$ cat config.mk
export PLATFORM = sky130hd
export DESIGN_NAME = booth_mult_32b
export DESIGN_NICKNAME = d
export VERILOG_FILES = /design/src/rtl/booth_mult_32b.sv
export SDC_FILE = /design/constraint.sdc
export NUM_CORES = 1
export LEC_CHECK = 0
export ABC_AREA = 1
export CORE_ASPECT_RATIO = 0.8
export CORE_MARGIN = 2
export CORE_UTILIZATION = 35
export DETAILED_ROUTE_END_ITERATION = 8
export DONT_BUFFER_PORTS = 1
export PLACE_DENSITY = 0.54
export SYNTH_ARGS = -nofsm -noshare
export SYNTH_HDL_FRONTEND = slang
export SYNTH_SLANG_ARGS = --single-unit
$ cat constraint.sdc
create_clock -name clock -period 6.1 [get_ports clock]
set_input_delay 1.525 -clock clock [delete_from_list [all_inputs] [get_ports clock]]
set_output_delay 1.525 -clock clock [all_outputs]
set_load 0.05 [all_outputs]
$ cat src/rtl/booth_mult_32b.sv
// Iterative radix-2 Booth signed multiplier (32x32 -> low 32 bits plus overflow flag).
// One add/subtract/skip per clock through a single carry-select adder instance.

module CSA_32b (
  input  logic [31:0] a,
  input  logic [31:0] b,
  input  logic        cin,
  output logic [31:0] s
);
  logic [8:0] sum0;
  logic [8:0] sum1;
  logic [8:0] pick;
  logic       c;

  // Four 8-bit blocks; each precomputes both carry cases and the incoming carry selects one.
  always_comb begin
    c    = cin;
    s    = '0;
    sum0 = '0;
    sum1 = '0;
    pick = '0;
    for (int k = 0; k < 4; k++) begin
      sum0 = {1'b0, a[k*8 +: 8]} + {1'b0, b[k*8 +: 8]};
      sum1 = sum0 + 9'd1;
      pick = c ? sum1 : sum0;
      s[k*8 +: 8] = pick[7:0];
      c = pick[8];
    end
  end
endmodule

module booth_mult_32b #(
  parameter int WIDTH = 32,
  parameter int ITER  = 32
) (
  input  logic             clock,
  input  logic             resetn,
  input  logic [WIDTH-1:0] data_a,
  input  logic [WIDTH-1:0] data_b,
  input  logic             ctrl_mult,
  output logic             busy,
  output logic             data_ready,
  output logic [WIDTH-1:0] data_result,
  output logic             data_exception
);
  localparam int CW = $clog2(ITER);

  typedef enum logic [1:0] {IDLE, RUN, DONE} state_t;

  // Handshake: ctrl_mult is a start request taken in IDLE or DONE; busy covers the
  // iteration window and data_ready pulses for one cycle alongside a held result.
  state_t           state;
  logic [CW-1:0]    count;
  logic [WIDTH-1:0] hi;
  logic [WIDTH-1:0] lo;
  logic [WIDTH-1:0] m;
  logic             q_m1;

  logic [WIDTH-1:0] add_b;
  logic             add_cin;
  logic [WIDTH-1:0] sum;
  logic             v;
  logic             t;
  logic [WIDTH-1:0] next_hi;
  logic [WIDTH-1:0] next_lo;

  always_comb begin
    add_b   = '0;
    add_cin = 1'b0;
    case ({lo[0], q_m1})
      2'b01: begin add_b = m;  add_cin = 1'b0; end
      2'b10: begin add_b = ~m; add_cin = 1'b1; end
      default: begin add_b = '0; add_cin = 1'b0; end
    endcase
  end

  CSA_32b u_adder (
    .a   (hi),
    .b   (add_b),
    .cin (add_cin),
    .s   (sum)
  );

  // s[31] alone is wrong when the add overflows; t recovers the true 33-bit sign.
  assign v       = (hi[WIDTH-1] == add_b[WIDTH-1]) & (sum[WIDTH-1] != hi[WIDTH-1]);
  assign t       = sum[WIDTH-1] ^ v;
  assign next_hi = {t, sum[WIDTH-1:1]};
  assign next_lo = {sum[0], lo[WIDTH-1:1]};

  always_ff @(posedge clock or negedge resetn) begin
    if (!resetn) begin
      state          <= IDLE;
      count          <= '0;
      hi             <= '0;
      lo             <= '0;
      m              <= '0;
      q_m1           <= 1'b0;
      busy           <= 1'b0;
      data_ready     <= 1'b0;
      data_result    <= '0;
      data_exception <= 1'b0;
    end else begin
      case (state)
        IDLE, DONE: begin
          data_ready <= 1'b0;
          if (ctrl_mult) begin
            m     <= data_a;
            hi    <= '0;
            lo    <= data_b;
            q_m1  <= 1'b0;
            count <= '0;
            busy  <= 1'b1;
            state <= RUN;
          end else begin
            state <= IDLE;
          end
        end
        RUN: begin
          hi   <= next_hi;
          lo   <= next_lo;
          q_m1 <= lo[0];
          if (count == CW'(ITER - 1)) begin
            state          <= DONE;
            busy           <= 1'b0;
            data_ready     <= 1'b1;
            data_result    <= next_lo;
            data_exception <= (next_hi != {WIDTH{next_lo[WIDTH-1]}});
          end else begin
            count <= count + 1'b1;
          end
        end
        default: state <= IDLE;
      endcase
    end
  end
endmodule

==> run_results.csv, run 1 <==
group,metric,value,unit
worst_setup_path,crit_fanout,16,
sta,fmax,240,MHz
clocking,clk_pin_slew,70,ps
yosys,synthDominantCellAreaShare,0.405,
detailed_routing,dr_total_vias,7085,
yosys,synth_cells,1167,
sta,rsz_0062_raised_after_global_routing,"no",
final_layout,syn2layout_area_growth,10.6,%
floorplanning,io_pins,102,
clocking,clock-root-buffer,"clkbuf_16",
clocking,cts_max_level,4,
worst_setup_path,critical_path_required,6410,ps
worst_setup_path,timing.critical_path.to_type,"flop",
sta,period_minus_slack,4170,ps
yosys,yosys_reg_bits,139,
clocking,post_cts.resized_instances,0,
sta,max_slew.worst_pin.slew,983,ps
placed_design,buffer_ports.inserted,0,
sta,final.period_utilization,0.683,
clocking,hold_buffers,0,
clocking,cts_tree,"built",
clocking,clock_latency,430,ps
global_routing,grt_pass1_vias,6777,
clocking,max-clock-path-buffers,2,
detailed_routing,drt_drc_violations_left,0,
sta,finalClockSkew,8.93,ps
global_routing,grt_first_pass_wirelength,35700,microns
clocking,tritoncts.num_buffers,17,
sta,tns,0,ps
final_layout,post_route_cells_drive_above_1_share,0.0731,
worst_setup_path,crit_family,"simple AND/OR/NAND/NOR gates",
clocking,clock_sinks,139,
clocking,post_cts_buffers,0,
floorplanning,placeable_core_region,0.0242,sq mm
global_routing,grt_use_met3,0.0371,
floorplanning,initial_core_util,0.354,
detailed_routing,routedWlPerCell,14.5,microns
detailed_routing,drt_pass1_iterations,5,
final_layout,fin_cells,1481,
worst_setup_path,critical_path_buf_inv_count,4,
final_layout,antenna-diode-count,0,
global_routing,grt_remaining_overflow,0,
global_routing,initial_antenna_violation_count,0,
sta,hold_violations,0,
worst_setup_path,worst_path_most_repeated_cell,"nand2_1",
worst_setup_path,cp_slowest_cell,"nor2_2",
yosys,synth_fp_nets,1275,
floorplanning,die_w,179,microns
floorplanning,placementRows,51,
global_routing,grt_usage,0.176,
sta,finalSetupViolCount,0,
detailed_routing,totalWireLength,21400,microns
sta,slew-limit-headroom,0.342,
placed_design,post-place-cells,1449,
global_routing,largest_net_degree_at_the_start_of_global_routing,140,
final_layout,finish.utilization,0.392,
yosys,yosys.area.top_type,"dfrtp_1",
global_routing,groute.layer.met1.usage,0.253,
yosys,synth.cell_area,0.00859,sq mm
worst_setup_path,timing.setup.critical_path_class,"flop to flop",
floorplanning,die-area,0.0258,sq mm
placed_design,detailed_place_hpwl,15000,microns
flow_run,max_cap_check_violation_count,0,
worst_setup_path,worst_setup_path_start_kind,"flop",
yosys,ys_warn_count,0,
sta,final-max-slew-violation-count,0,
worst_setup_path,critPathMaxStageDelay,550,ps
yosys,synth-seq-area-share,0.405,
yosys,avgSynthCellArea,7.36,sq um
final_layout,seqCellArea,0.00348,sq mm
global_routing,use_met2,0.272,
detailed_routing,first_iter_violations,418,
placed_design,place.gp.congestion,0.874,
detailed_routing,final_antenna_net_count,0,
worst_setup_path,worst_ep_arrival_time,4480,ps
detailed_routing,via_to_cell_ratio,4.78,
global_routing,global_route.peak_usage_layer,"met2",
hold_path,hold_path.class,"flop to flop",
yosys,yosys-top-cells-area,"dfrtp_1 40%, nand2_1 16%, o21ai_0 7.6%, inv_1 6.3%, ha_1 5.4%",
final_layout,final_nets,1258,
yosys,number_of_distinct_standard_cells_referenced_by_the_synthesized_netlist,39,
final_layout,area_taken_by_multi_input_logic_gates,0.00437,sq mm
floorplanning,die_height,144,microns
final_layout,final.fill_count,2546,
status,run_status,"finished, final reports clean",
## registers in the layout, indices dropped and copies added, names as in the netlist
register,flops
data_result,32
hi,32
lo,32
m,32
count,5
state,2
busy,1
data_exception,1
data_ready,1
q_m1,1
## metrics by stage
step,instance area (sq um),hold WS (ps),worst slack (ps)
4_1_cts,9500,487,1920
6_report,9500,487,1930
3_3_place_gp,8890,455,2030
2_1_floorplan,8590,447,2240
3_5_place_dp,8890,481,1930
5_1_grt,9500,532,1470
## cell families after synthesis
kind of cell / Yosys count / synth area share
AOI/OAI and AO/OA: 199 / 0.125
xor gates and xnor gates: 33 / 0.0345
adders and majority gates: 41 / 0.0632
buffers and inverters: 197 / 0.0882
DFF: 139 / 0.405
and+or+nand+nor: 558 / 0.284
## final timing paths
kind	from	end	slack, ps	cells after the start
worst max-delay path	lo[0]	data_exception	1930	26
worst min-delay path	state[0]	data_ready	490	2
worst max register to register	lo[0]	data_exception	1930	26
worst min register to register	state[0]	data_ready	490	2
max in group asynchronous	resetn	m[21]	5140	0
min in group asynchronous	resetn	data_result[16]	800	0
## per-layer routing
metal | wire, microns | vias to the layer above
met5 | 0 | -
met4 | 187 | 0
met3 | 921 | 12
met2 | 9260 | 110
met1 | 11000 | 3258
li1 | - | 3705
## cell type report
cell class	instances	area share
Tap cell	318	0.0419
Clock inverter	15	0.0199
Multi-Input combinational cell	831	0.460
Sequential cell	139	0.366
Clock buffer	17	0.0448
Inverter	154	0.0616
Timing Repair Buffer	7	0.00553
## layout by cell type, fill, tap and decap left out, drive strengths merged
| cell | synthesis | final |
|---|---|---|
| inv | 151 | 156 |
| o21ai | 133 | 133 |
| o211ai | 15 | 15 |
| clkinv | 3 | 9 |
| nor4 | 1 | 1 |
| buf | 2 | 7 |
| xnor2 | 17 | 17 |
| fa | 4 | 4 |
| a22o | 1 | 1 |
| bufinv | 0 | 3 |
| clkinvlp | 0 | 1 |
| nand4 | 10 | 10 |
| a21oi | 25 | 25 |
| clkbuf | 41 | 17 |
| or2 | 4 | 4 |
| o22ai | 23 | 23 |
| nor2 | 67 | 67 |
| nor3 | 7 | 7 |
| nand3 | 80 | 80 |
| dfrtp | 139 | 139 |
| nand3b | 7 | 7 |
| ha | 37 | 37 |
| nand2 | 382 | 382 |
| o21a | 1 | 1 |
| o221ai | 1 | 1 |
| xor2 | 16 | 16 |
## Yosys cell counts
master,instances
nand2_1,362
inv_1,145
dfrtp_1,139
o21ai_0,131
nand3_1,75
nor2_1,65
clkbuf_1,41
ha_1,37
a21oi_1,25
o22ai_1,23
xnor2_1,17
o211ai_1,15
xor2_1,15
nand2_2,13
nand4_1,10
nand3b_1,7
nor3_1,6
inv_2,5
fa_1,4
nand2_4,4
clkinv_1,3
nand2_8,3
nand3_2,3
or2_2,3
nand3_4,2
a22o_1,1
buf_1,1
buf_8,1
inv_8,1
nor2_2,1
nor2_4,1
nor3_4,1
nor4_1,1
o21a_1,1
o21ai_1,1
o21ai_2,1
o221ai_1,1
or2_4,1
xor2_2,1
## worst reg2reg max path: stages (launching register included)
cell and delay, ps:
dfrtp_1 400, nor2_2 550, inv_1 200, nand2_1 90
o21ai_0 150, fa_1 530, inv_1 70, ha_1 130
inv_1 60, nor3_4 260, nand3_4 120, nor2_4 150
nand2_2 90, nand2_4 100, nand2_8 100, inv_8 90
nand2_8 80, nand2_8 120, nand2_2 90, nand2_2 130
nand2_1 90, nand2_1 120, nand2_1 60, nor2_1 100
nand2_1 60, nand2_1 60, a21oi_1 70
Power of run 1 is not shown: default switching activity piles up to over one toggle a cycle in this logic, so the estimate is an artifact.
==> inputs of run 2 (changes only) <==
--- a/config.mk
+++ b/config.mk
@@ -11,7 +11,7 @@
 export CORE_UTILIZATION = 35
 export DETAILED_ROUTE_END_ITERATION = 8
 export DONT_BUFFER_PORTS = 1
-export PLACE_DENSITY = 0.54
+export PLACE_DENSITY = 0.56
 export SYNTH_ARGS = -nofsm -noshare
 export SYNTH_HDL_FRONTEND = slang
 export SYNTH_SLANG_ARGS = --single-unit
==> constraint.sdc (replaced) <==
create_clock -name clock -period 3.4 [get_ports clock]
set_input_delay 0.85 -clock clock [delete_from_list [all_inputs] [get_ports clock]]
set_output_delay 0.85 -clock clock [all_outputs]
set_load 0.05 [all_outputs]
==> run 2 against run 1 <==
Compared with the run above:
- the run now ends with setup timing left
- worst hold slack worse by 370 ps
- utilization increased by 3.1 points
- via count up 3.3%
- worst setup slack worse by 2000 ps
- clock skew up 7.5 ps
- fmax increased by 20%
- non-clock buffer count grew 86
- critical endpoint unchanged
==> run_results.csv, run 2 (same netlist as run 1, synthesis figures left out) <==
group,metric,value,unit
floorplanning,die-area,0.0258,sq mm
final_layout,mostFrequentLayoutCell,"nand2_1",
clocking,clock_latency,430,ps
sta,final_setup_margin,-82.2,ps
detailed_routing,routedWlPerCell,13.9,microns
sta,rsz_0062_raised_after_global_routing,"yes",
worst_setup_path,worst_setup_path_start_kind,"flop",
sta,hold_violations,0,
global_routing,grt_usage,0.177,
final_layout,mostFrequentLayoutCells,"342 x nand2_1, 142 x inv_1, 138 x dfrtp_1, 118 x o21ai_0, 90 x buf_4",
global_routing,grt_pass1_vias,7080,
placed_design,post-place-ws,-171,ps
sta,finalClockSkew,16.4,ps
sta,final-max-slew-violation-count,0,
final_layout,antenna-diode-count,0,
clocking,tritoncts.num_buffers,17,
clocking,clock-root-buffer,"clkbuf_16",
status,failed_checks,"setup timing",
placed_design,buffer_ports.inserted,0,
detailed_routing,drt_pass1_iterations,4,
status,run_status,"finished with violations",
worst_setup_path,critical_path_required,3710,ps
floorplanning,die_w,179,microns
global_routing,grt_first_pass_wirelength,36100,microns
floorplanning,die_height,144,microns
global_routing,grt_remaining_overflow,0,
detailed_routing,via_to_cell_ratio,4.67,
sta,max_slew.worst_pin.slew,573,ps
detailed_routing,drt_drc_violations_left,0,
floorplanning,initial_core_util,0.354,
final_layout,fin_cells,1568,
final_layout,syn2layout_area_growth,19.2,%
clocking,max-clock-path-buffers,2,
detailed_routing,final_antenna_net_count,0,
worst_setup_path,crit_fanout,8,
final_layout,final_nets,1345,
sta,period_minus_slack,3480,ps
floorplanning,placeable_core_region,0.0242,sq mm
clocking,clk_pin_slew,70,ps
global_routing,largest_net_degree_at_the_start_of_global_routing,140,
detailed_routing,first_iter_violations,373,
flow_run,max_cap_check_violation_count,0,
placed_design,place.gp.congestion,0.832,
floorplanning,placementRows,51,
clocking,hold_buffers,0,
sta,fmax,287,MHz
detailed_routing,totalWireLength,21800,microns
worst_setup_path,timing.critical_path.to_type,"flop",
detailed_routing,dr_total_vias,7321,
clocking,cts_max_level,4,
worst_setup_path,worst_ep_arrival_time,3800,ps
hold_path,hold_path.class,"input port to asynchronous set/reset pin",
clocking,cts_tree,"built",
placed_design,detailed_place_hpwl,15400,microns
final_layout,post_route_cells_drive_above_1_share,0.162,
global_routing,initial_antenna_violation_count,0,
sta,final.period_utilization,1.02,
floorplanning,io_pins,102,
sta,slew-limit-headroom,0.618,
placed_design,post-place-cells,1526,
worst_setup_path,timing.setup.critical_path_class,"flop to flop",
clocking,clock_sinks,139,
sta,finalSetupViolCount,1,
sta,tns,-82.2,ps
run 2: timing repair:
| item | 4_1_cts | 5_1_grt |
|---|---|---|
| gates cloned | 0 | 1 |
| pin swaps | 3 | 4 |
| gates resized for setup | 12 | 36 |
| buffers inserted | 1 | 8 |
| endpoints found under the setup margin | 8 | 14 |
run 2: path summary, 6_finish.rpt:
kind,depth (start not counted),slack [ps],end,startpoint
worst max-delay path,24,-80,data_exception,lo[0]
worst min-delay path,0,120,data_result[25],resetn
worst max register to register,24,-80,data_exception,lo[0]
worst min register to register,2,480,data_ready,state[0]
max in group asynchronous,0,3010,hi[25],resetn
min in group clock,2,480,data_ready,state[0]
run 2: cell type report:
cell class	instances	area (sq um)
Tap cell	318	398
Clock inverter	15	130
Timing Repair Buffer	93	727
Inverter	154	586
Clock buffer	17	425
Multi-Input combinational cell	832	4500
Sequential cell	139	3480
Fill cell	2487	14000
run 2: routing by layer:
metal	up-vias	track usage	routed length, microns
met5	-	0	0
met1	3306	0.257	11300
li1	3895	-	-
met3	9	0.0405	943
met2	111	0.272	9370
met4	0	0.0297	170
run 2: critical path, stage by stage (launching register included):
cell     delay, ps
dfrtp_2        450
nor2_4         140
nand2_2         70
o21ai_2         60
ha_2           190
inv_1           50
fa_1           460
inv_1           70
ha_1           140
inv_2           50
nor3_4         160
nand3_4        100
nor2_4         140
nand3_4        120
nand2_8        130
inv_8           50
nand2_8        110
nand2_8         80
buf_4          140
nand2_2         50
nand2_2         70
nor3_1         190
nand3_1        100
a21oi_1        140
a21oi_1         80
run 2: metrics by stage:
| stage | utilization | cell area [sq um] | hold WS (ps) |
|---|---|---|---|
| 3_3_place_gp | 0.392 | 9500 | 461 |
| 4_1_cts | 0.416 | 10100 | 89.9 |
| 5_1_grt | 0.423 | 10200 | 83.9 |
| 2_1_floorplan | - | 8630 | 447 |
| 3_5_place_dp | 0.392 | 9500 | 469 |
| 6_report | 0.423 | 10200 | 116 |
Power of run 2 is left out for the same reason.
==> inputs of run 3 (changes only) <==
--- a/config.mk
+++ b/config.mk
@@ -6,11 +6,11 @@
 export NUM_CORES = 1
 export LEC_CHECK = 0
 export ABC_AREA = 1
-export CORE_ASPECT_RATIO = 0.8
 export CORE_MARGIN = 2
 export CORE_UTILIZATION = 35
 export DETAILED_ROUTE_END_ITERATION = 8
 export DONT_BUFFER_PORTS = 1
+export GPL_TIMING_DRIVEN = 1
 export PLACE_DENSITY = 0.56
 export SYNTH_ARGS = -nofsm -noshare
 export SYNTH_HDL_FRONTEND = slang
==> run 3 against run 2 <==
Compared with the run above:
- the flow still finishes with violations (setup timing)
- utilization rose by 0.79 points
- clock skew fell by 2.9 ps
- fmax fell by 2.5%
- non-clock buffer count fell by 1
- clock-buffer cell count did not move
- critical path depth rose by 3
- worst setup slack got worse by 88 ps
- die area barely moved
- register-to-register slack got worse by 90 ps
- global-route usage rose by 0.84 points
- worst hold slack got worse by 18 ps
- sequential share of layout area fell by 0.63 points
- highest routed layer unchanged
==> run_results.csv, run 3 (same netlist as run 1, synthesis figures left out) <==
group,metric,value,unit
hold_path,hold_path.class,"input port to asynchronous set/reset pin",
floorplanning,die_w,161,microns
worst_setup_path,critical_path.reg2reg.startpoint,"lo[0]",
final_layout,mostFrequentLayoutCell,"nand2_1",
global_routing,grt_remaining_overflow,0,
clocking,clock_latency,440,ps
final_layout,final.fill_count,2446,
clocking,max-clock-path-buffers,2,
worst_setup_path,critical_path_required,3730,ps
placed_design,buffer_ports.inserted,0,
global_routing,grt_pass1_vias,7661,
flow_run,max_cap_check_violation_count,0,
global_routing,largest_net_degree_at_the_start_of_global_routing,140,
worst_setup_path,timing.setup.critical_path_class,"flop to flop",
global_routing,grt_usage,0.185,
detailed_routing,via_to_cell_ratio,4.76,
sta,finalSetupViolCount,3,
final_layout,antenna-diode-count,0,
detailed_routing,totalWireLength,22500,microns
sta,max_slew.worst_pin.slew,639,ps
floorplanning,die-area,0.0258,sq mm
clocking,clock_sinks,139,
final_layout,mostFrequentLayoutCells,"341 x nand2_1, 140 x inv_1, 138 x dfrtp_1, 116 x o21ai_0, 87 x buf_4",
worst_setup_path,worst_ep_arrival_time,3900,ps
sta,final_setup_margin,-170,ps
status,run_status,"finished with violations",
sta,slew-limit-headroom,0.574,
floorplanning,io_pins,102,
worst_setup_path,r2r_end,"data_exception",
worst_setup_path,timing.critical_path.to_type,"flop",
sta,rsz_0062_raised_after_global_routing,"yes",
final_layout,post_route_cells_drive_above_1_share,0.181,
sta,hold_violations,0,
status,failed_checks,"setup timing",
clocking,tritoncts.num_buffers,17,
final_layout,seqCellArea,0.00348,sq mm
final_layout,finish.utilization,0.431,
detailed_routing,first_iter_violations,429,
clocking,clock-root-buffer,"clkbuf_16",
worst_setup_path,rr_worst_depth,27,
worst_setup_path,worst_setup_path_start_kind,"flop",
detailed_routing,final_antenna_net_count,0,
placed_design,detailed_place_hpwl,15400,microns
clocking,cts_tree,"built",
floorplanning,placementRows,57,
global_routing,initial_antenna_violation_count,0,
sta,period_minus_slack,3570,ps
sta,holdWs,97.9,ps
detailed_routing,drt_pass1_iterations,5,
detailed_routing,routedWlPerCell,14.3,microns
worst_setup_path,r2r_setup_slack,-170,ps
sta,final-max-slew-violation-count,0,
final_layout,area_taken_by_multi_input_logic_gates,0.00463,sq mm
placed_design,place.gp.congestion,0.814,
worst_setup_path,crit_end,"data_exception",
detailed_routing,dr_total_vias,7483,
floorplanning,placeable_core_region,0.0242,sq mm
global_routing,grt_first_pass_wirelength,38700,microns
worst_setup_path,crit_fanout,8,
clocking,clk_pin_slew,80,ps
floorplanning,initial_core_util,0.354,
sta,finalClockSkew,13.5,ps
sta,fmax,280,MHz
final_layout,syn2layout_area_growth,21.5,%
clocking,cts_max_level,4,
final_layout,final_nets,1344,
floorplanning,die_height,161,microns
detailed_routing,drt_drc_violations_left,0,
sta,final.period_utilization,1.05,
worst_setup_path,critPathLaunch,"lo[0]",
clocking,hold_buffers,0,
-- run 3: cell count changes in the layout (fill, tap and decap cells not counted), moves of 4 or more --
cell / before / now
clkinv_8: 0 / 7
nor2_2: 4 / 11
inv_6: 7 / 3
nor2_1: 59 / 52
nand3_1: 75 / 71
-- run 3: what timing repair did --
action | in CTS | in global routing
gates resized for setup | 13 | 71
cloned | 1 | 0
setup buffers | 1 | 11
setup endpoints to repair | 9 | 18
pin swaps | 2 | 30
-- run 3: final cells by class --
class,instances,area share
clock buffers,17,0.0407
repair buffers,92,0.0688
flip-flops and latches,139,0.333
inverters,154,0.0566
multi-input cells,832,0.443
clock inverters,15,0.0183
well taps,324,0.0388
-- run 3: worst min path at each step --
stage                       endpoint     start  slack (ps)  depth (start not counted)
after floorplan           data_ready  state[0]         450                          2
after global placement    data_ready  state[0]         470                          2
after detailed placement       m[12]     m[12]         490                          2
after CTS                     lo[20]    resetn          80                          0
after global routing          lo[22]    resetn          70                          0
final                         lo[22]    resetn         100                          0
-- run 3: worst max-delay path: stages (launching register included) --
cell      delay [ps]
dfrtp_2          440
nor2_4           140
nand2_2           60
o21ai_2           50
ha_2             190
inv_2             40
fa_1             480
inv_1             90
ha_2             170
inv_2             40
nor3_4           220
nand3_4          100
nor2_4           170
nand2_2           90
nand2_4          110
nand2_8          100
clkinv_8          80
nand2_8           80
nand2_8          120
nand2_8           70
nand2_8           90
nand2_1           80
nand2_2          100
nand2_1           60
nor2_1            90
nand3_1           80
nand2_1           80
a21oi_2           50
-- run 3: metrics by stage --
stage / setup TNS (ps) / cell area [sq um] / instances / setup slack, ps
2_1_floorplan: -184 / 8630 / 1167 / -169
3_3_place_gp: -252 / 9470 / 1529 / -191
3_5_place_dp: -408 / 9470 / 1529 / -242
4_1_cts: -56.8 / 10200 / 1563 / -56.8
5_1_grt: -2580 / 10400 / 1573 / -421
6_report: -210 / 10400 / 1573 / -170
-- run 3: layer usage --
metal	global-route usage	wire length [microns]	vias to the layer above
li1	-	-	3881
met1	0.233	10300	3457
met2	0.318	10800	123
met3	0.0522	1250	22
met4	0.0430	270	0
met5	0	0	-
Power of run 3 is left out for the same reason.
